<file path="src/rtl/servo_pen_lift_ctrl.sv">
// servo_pen_lift_ctrl: pen up/down command stage with mechanical settle hold-off.
// Optional macro SERVO_PEN_SKIP_SAME_EN: same-position commands skip the settle wait.
module servo_pen_lift_ctrl #(
  parameter int unsigned CLK_EN_DIV   = 5000,
  parameter int unsigned SETTLE_TICKS = 3000
) (
  input  logic clk,
  input  logic reset,
  input  logic cmd_valid,
  output logic cmd_ready,
  input  logic cmd_pos,
  output logic servo_pos,
  output logic busy,
  output logic done
);

  localparam int unsigned PW = $clog2(CLK_EN_DIV);
  localparam int unsigned SW = $clog2(SETTLE_TICKS + 1);

  localparam logic [PW-1:0] PRESC_LAST = PW'(CLK_EN_DIV - 1);
  localparam logic [PW-1:0] PRESC_ONE  = PW'(1);
  localparam logic [SW-1:0] SETL_LAST  = SW'(SETTLE_TICKS - 1);
  localparam logic [SW-1:0] SETL_ONE   = SW'(1);

  typedef enum logic [1:0] {
    IDLE   = 2'd0,
    SETTLE = 2'd1,
    DONE   = 2'd2
  } state_t;

  state_t        state_q;
  logic [PW-1:0] presc_q;
  logic [PW-1:0] presc_d;
  logic [SW-1:0] settle_q;
  logic [SW-1:0] settle_d;
  logic          ready_q;
  logic          pos_q;
  logic          busy_q;
  logic          done_q;

  logic accept;
  logic tick;
  logic last_tick;

  // ready_q is only ever high in IDLE, so it alone qualifies the handshake
  assign accept    = cmd_valid && ready_q;
  assign tick      = (presc_q == PRESC_LAST);
  assign last_tick = tick && (settle_q == SETL_LAST);
  assign presc_d   = tick ? '0 : presc_q + PRESC_ONE;
  assign settle_d  = settle_q + SETL_ONE;

`ifdef SERVO_PEN_SKIP_SAME_EN
  logic same_pos;
  assign same_pos = (cmd_pos == pos_q);
`endif

  // Command FSM with all outputs registered; pen defaults to raised
  always_ff @(posedge clk) begin
    if (reset) begin
      state_q  <= IDLE;
      presc_q  <= '0;
      settle_q <= '0;
      ready_q  <= 1'b0;
      pos_q    <= 1'b1;
      busy_q   <= 1'b0;
      done_q   <= 1'b0;
    end else begin
      unique case (state_q)
        IDLE: begin
          done_q <= 1'b0;
          if (accept) begin
            pos_q    <= cmd_pos;
            presc_q  <= '0;
            settle_q <= '0;
            ready_q  <= 1'b0;
            busy_q   <= 1'b1;
`ifdef SERVO_PEN_SKIP_SAME_EN
            if (same_pos) begin
              state_q <= DONE;
              done_q  <= 1'b1;
            end else begin
              state_q <= SETTLE;
            end
`else
            state_q <= SETTLE;
`endif
          end else begin
            ready_q <= 1'b1;
            busy_q  <= 1'b0;
          end
        end
        SETTLE: begin
          presc_q <= presc_d;
          if (tick) begin
            settle_q <= settle_d;
          end
          if (last_tick) begin
            state_q <= DONE;
            done_q  <= 1'b1;
          end
        end
        DONE: begin
          state_q <= IDLE;
          done_q  <= 1'b0;
          busy_q  <= 1'b0;
          ready_q <= 1'b1;
        end
        default: begin
          state_q <= IDLE;
          ready_q <= 1'b0;
          busy_q  <= 1'b0;
          done_q  <= 1'b0;
        end
      endcase
    end
  end

  assign cmd_ready = ready_q;
  assign servo_pos = pos_q;
  assign busy      = busy_q;
  assign done      = done_q;

endmodule

</file>
<file path="config.mk">
export PLATFORM = sky130hd
export DESIGN_NAME = servo_pen_lift_ctrl
export DESIGN_NICKNAME = d
export VERILOG_FILES = /design/src/rtl/servo_pen_lift_ctrl.sv
export SDC_FILE = /design/constraint.sdc
export NUM_CORES = 1
export LEC_CHECK = 0
export BUFFER_PORTS_ARGS = -buffer_cell sky130_fd_sc_hd__buf_2
export CORE_MARGIN = 2
export CORE_UTILIZATION = 56
export CTS_BUF_LIST = sky130_fd_sc_hd__clkbuf_4
export CTS_CLUSTER_DIAMETER = 30
export DETAILED_ROUTE_END_ITERATION = 6
export GPL_ROUTABILITY_DRIVEN = 0
export PLACE_DENSITY = 0.85
export SETUP_SLACK_MARGIN = 0.4
export SYNTH_ARGS = -nofsm -noshare
export SYNTH_HDL_FRONTEND = slang
export SYNTH_SLANG_ARGS = --single-unit
</file>
<file path="constraint.sdc">
create_clock -name clk -period 2.07 [get_ports clk]
set_input_delay 0.414 -clock clk [delete_from_list [all_inputs] [get_ports clk]]
set_output_delay 0.414 -clock clk [all_outputs]
set_load 0.01 [all_outputs]
</file>
# Yosys cells after proc, flatten, opt, wreduce, memory -nomap -nowiden

Index checks and enable logic that the tools add are counted.

Word-level logic and storage cells: 39
Bits in read-only memories: 0
Output and inout port bits: 4
Register bits after elaboration: 31
RAM bits: 0
Memories kept: 0
Bits in latches: 0

Shift operators: 0
Magnitude comparators: 0
Muxes and demuxes: 13
Add/sub/neg operators: 2
Bitwise gates (word level): 1
Eq/ne operators: 7
Div/mod/pow operators: 0
Multipliers: 0
Reduce and logical (&&, ||, !) cells: 9

Operator list:

| cell                                                             | number |
|---|---|
| 13-bit 2-to-1 mux                                                | 2 |
| 13-bit case mux with 2 select lines                              | 1 |
| 12-bit 2-to-1 mux                                                | 2 |
| 12-bit case mux with 2 select lines                              | 1 |
| 13-bit by 1-bit adder with 13-bit output (second input constant) | 1 |
| 13-bit == test (second input constant)                           | 1 |
| 12-bit by 1-bit adder with 12-bit output (second input constant) | 1 |
| 12-bit == test (second input constant)                           | 1 |
| 2-bit inequality test (second input constant)                    | 3 |
| 2-bit AND reduction                                              | 3 |
| 2-bit 2-to-1 mux                                                 | 2 |
| 2-bit case mux with 2 select lines                               | 1 |
| 1-bit case mux with 3 select lines                               | 1 |
| 3-bit AND reduction                                              | 1 |
| 2-bit by 1-bit == test with 1-bit output (second input constant) | 1 |
| 2-bit == test (second input constant)                            | 1 |
| 1-bit logical AND                                                | 2 |
| 2-bit zero test                                                  | 1 |
| 1-bit 2-to-1 mux                                                 | 2 |
| 1-bit case mux with 2 select lines                               | 1 |
| 2-bit nonzero test                                               | 1 |
| 2-bit OR reduction                                               | 1 |
| 1-bit inverter                                                   | 1 |

# Longest topological paths before layout

Depth after elaboration: 4
Depth in mapped cells: 6

# Worst setup path before layout

OpenSTA, ideal clock, no wires.

Kind: reg2reg
Start: register presc_q[4]
End: register settle_q[7]
Cell stages (with the launch flop): 6
Library setup time: 0.070 ns
Buffers on the path: 1
Arrival: 1.894 ns
Data required time: 2.000 ns
Slack: 0.106 ns
Cells stage by stage: dfxtp_1 or4b_1 o31a_1 buf_6 or4_1 a21oi_1

Cells in the longest elaborated chain, start to end: 3

RTL lines:

| what                                   | RTL line | RTL |
|---|---|---|
| start: declaration                     | 32       | `logic [PW-1:0] presc_q;` |
| start signal: assignment               | 93       | `presc_q <= presc_d;` |
| 13-bit == test                         | 47       | `assign tick = (presc_q == PRESC_LAST);` |
| 2-bit inequality test (no source line) | --       |  |
| 3-bit AND reduction (no source line)   | --       |  |
| end signal: assignment                 | 95       | `settle_q <= settle_d;` |
| end: declaration                       | 34       | `logic [SW-1:0] settle_q;` |

No other way between the ends.
A chain may end at the register's enable or synchronous reset.

# Worst setup path after layout

Start: register presc_q[3]
End: register settle_q[7]

Same word-level chain as after synthesis.

==> results_dict.tcl <==
set metrics [dict create \
    synthMuxAreaShare_pct 1.29 \
    io_buffers 7 \
    core_um2 2690 \
    drt-total-wl_um 4060 \
    synthAdderAreaFrac_pct 1.62 \
    yosys_warnings 0 \
    grt_pass1_vias 1536 \
    drv_slew 0 \
    crit_required_ns 2.29 \
    whs_ns 0.304 \
    grt_overflow 0 \
    hold_violations 0 \
    dieArea_um2 3200 \
    synth_cells 179 \
    clk_latency_ns 0.33 \
    timing.slew.headroom_pct 70.4 \
    grt_max_degree 19 \
    die_h_um 56.6 \
    fin_nets 216 \
    synth_compound_area_share_pct 22.6 \
    critPathBufInv 1 \
    clk_pin_slew_worst_paths_ns 0.09 \
    hold_path_class "in2reg" \
    seq_area_frac_synth_pct 40.1 \
    die_w_um 56.6 \
    drive_above_1_share_pct 36.2 \
    cpLargestDelayFamily "compound AO/OA/AOI/OAI gates" \
    num_vias 1579 \
    drt-initial-drc-count 104 \
    grtUsageTotal_pct 26.5 \
    synth_top_family_by_area "simple AND/OR/NAND/NOR gates" \
    cp_max_fo 5 \
    hpwl_um 2610 \
    fin_ws_ns 0.126 \
    postSynth.asyncResetShare_pct 0 \
    synth_simple_gate_area_share_pct 29.3 \
    p_per_area_nw_per_um2 589 \
    cp.arrival_ns 2.17 \
    row_count 19 \
    finalPower_mw 1.18 \
    post-route-min-period_ns 1.94 \
    status "finished, final reports clean" \
    cts_buffer_depth 2 \
    critPathCaptureType "flop" \
    synth_cell_types 42 \
    synthXorXnorAreaFrac_pct 1.70 \
    area_delta_synth_final_pct 29.3 \
    place_ws_ns 0.0268 \
    cts_sinks 31 \
    numCtsBuffers 5 \
    max_freq_mhz 514 \
    max-vdd-ir-drop_mv 0.555 \
    syn_area_per_cell_um2 8.64 \
    drt_pass1_iterations 4 \
    mostFrequentLayoutCell "buf_4" \
    antenna_found_initial 0 \
    hold_depth 3 \
    skew_ns 0.0107 \
    tns_ns 0 \
    insertedDiodeCount 0 \
    hold_buffers 0 \
    layout_common_cells "21 x buf_4, 19 x dfxtp_1, 16 x nand2_1" \
    grt_pass1_wl_um 6660 \
    crit_path_max_incr_delay_ns 0.55 \
    synth-seq-cells 31 \
    synth_area_um2 1550 \
    crit_chain "or4b_4 -> o31a_1 -> buf_4 -> o31ai_1 -> a21oi_1" \
    rsz0062_at_grt "true" \
    h-tree-depth 2 \
    cts_root_buf "clkbuf_4" \
    cts_tree "built" \
    cp-start-kind "flop" \
    max-cap-violations 0 \
    ff2ff_path_depth 5 \
    drc 0 \
    layout.cells.non_filler 241 \
    crit_cells 5 \
    pin_count 8 \
    initial_utilization_pct 57.6 \
    tightest_slew_ns 0.440 \
    post-route-period-util_pct 93.9 \
    slowest_stage "or4b_4" \
    synth-main-ff-cell "dfxtp_1" \
    final-setup-viol-count 0 \
    p_leak_nw 0.714 \
    dp.cells 214 \
    antenna_left 0 \
    synth_edf_count 0 \
    path_class "reg2reg" \
    wl_per_cell_um 16.9 \
    syn_nets 185 \
    via_per_inst 6.55 \
]
[synthesized netlist by cell type, types with 4 or more instances]
library cell / number / share of area (%)
nand3_1: 7 / 2.3
a31oi_1: 9 / 3.6
clkbuf_1: 7 / 1.7
nand2b_1: 5 / 2.0
o21ai_0: 6 / 1.9
nand4_1: 8 / 3.2
dfxtp_1: 31 / 40
nor2_1: 9 / 2.2
a21oi_1: 16 / 5.2
o31ai_1: 6 / 2.9
nor3_1: 4 / 1.3
nand2_1: 16 / 3.9
or4_1: 7 / 3.4
[worst paths after layout]
kind	slack [ns]	start	to
worst max-delay path	0.13	presc_q[3]	settle_q[7]
worst min-delay path	0.30	cmd_pos	servo_pos
worst max register to register	0.13	presc_q[3]	settle_q[7]
worst min register to register	0.47	done	done
[through the flow]
step / instance area (um^2) / utilization [%]
after floorplan: 1580 / -
after global placement: 1640 / 61.2
after detailed placement: 1640 / 61.2
after CTS: 1880 / 69.8
after global routing: 2000 / 74.4
final: 2000 / 74.4
[cells by family (layout without fill, tap and decap cells)]
family          count (synthesis)  count (layout)
flops                          31              31
compound gates                 53              54
buf+inv                        12              42
simple gates                   76              76
xor+xnor                        3               3
mux                             2               2
fa+ha+maj                       2               2
[worst register-to-register path: stages (launching register included)]
cell     delay [ns]
dfxtp_4        0.35
or4b_4         0.55
o31a_1         0.38
buf_4          0.17
o31ai_1        0.26
a21oi_1        0.12
[metal layers]
metal | vias up | part of all wire [%] | track usage (%)
met3 | 10 | 4.0 | 6.68
met2 | 42 | 52 | 46.2
met4 | 0 | 2.2 | 13.3
li1 | 759 | - | -
met1 | 768 | 41 | 29.6
met5 | - | 0 | 0
[report_power, final]
part           switching, mW  internal (mW)
sequential           0.00623          0.598
combinational         0.0707         0.0462
clock                  0.194          0.262
[sequential cells by signal (all words and copies together), names as in the netlist]
register	flops
servo_pos	1
presc_q	13
done	1
settle_q	12
cmd_ready	1
busy	1
state_q	2
[area by class of cell]
type | instances | area [um^2]
multi-input cells | 137 | 991
repair buffers | 32 | 238
clock inverters | 1 | 30.0
well taps | 31 | 38.8
flip-flops and latches | 31 | 646
clock buffers | 6 | 45.0
fillers | 193 | 687
inverters | 3 | 11.3
[what timing repair did]
action | 4_1_cts | 5_1_grt
setup endpoints to repair | 27 | 27
resized for setup | 15 | 23
cloned | 1 | 0
pin swaps | 8 | 10
setup buffers | 14 | 5
(Power assumes the default switching activity.)
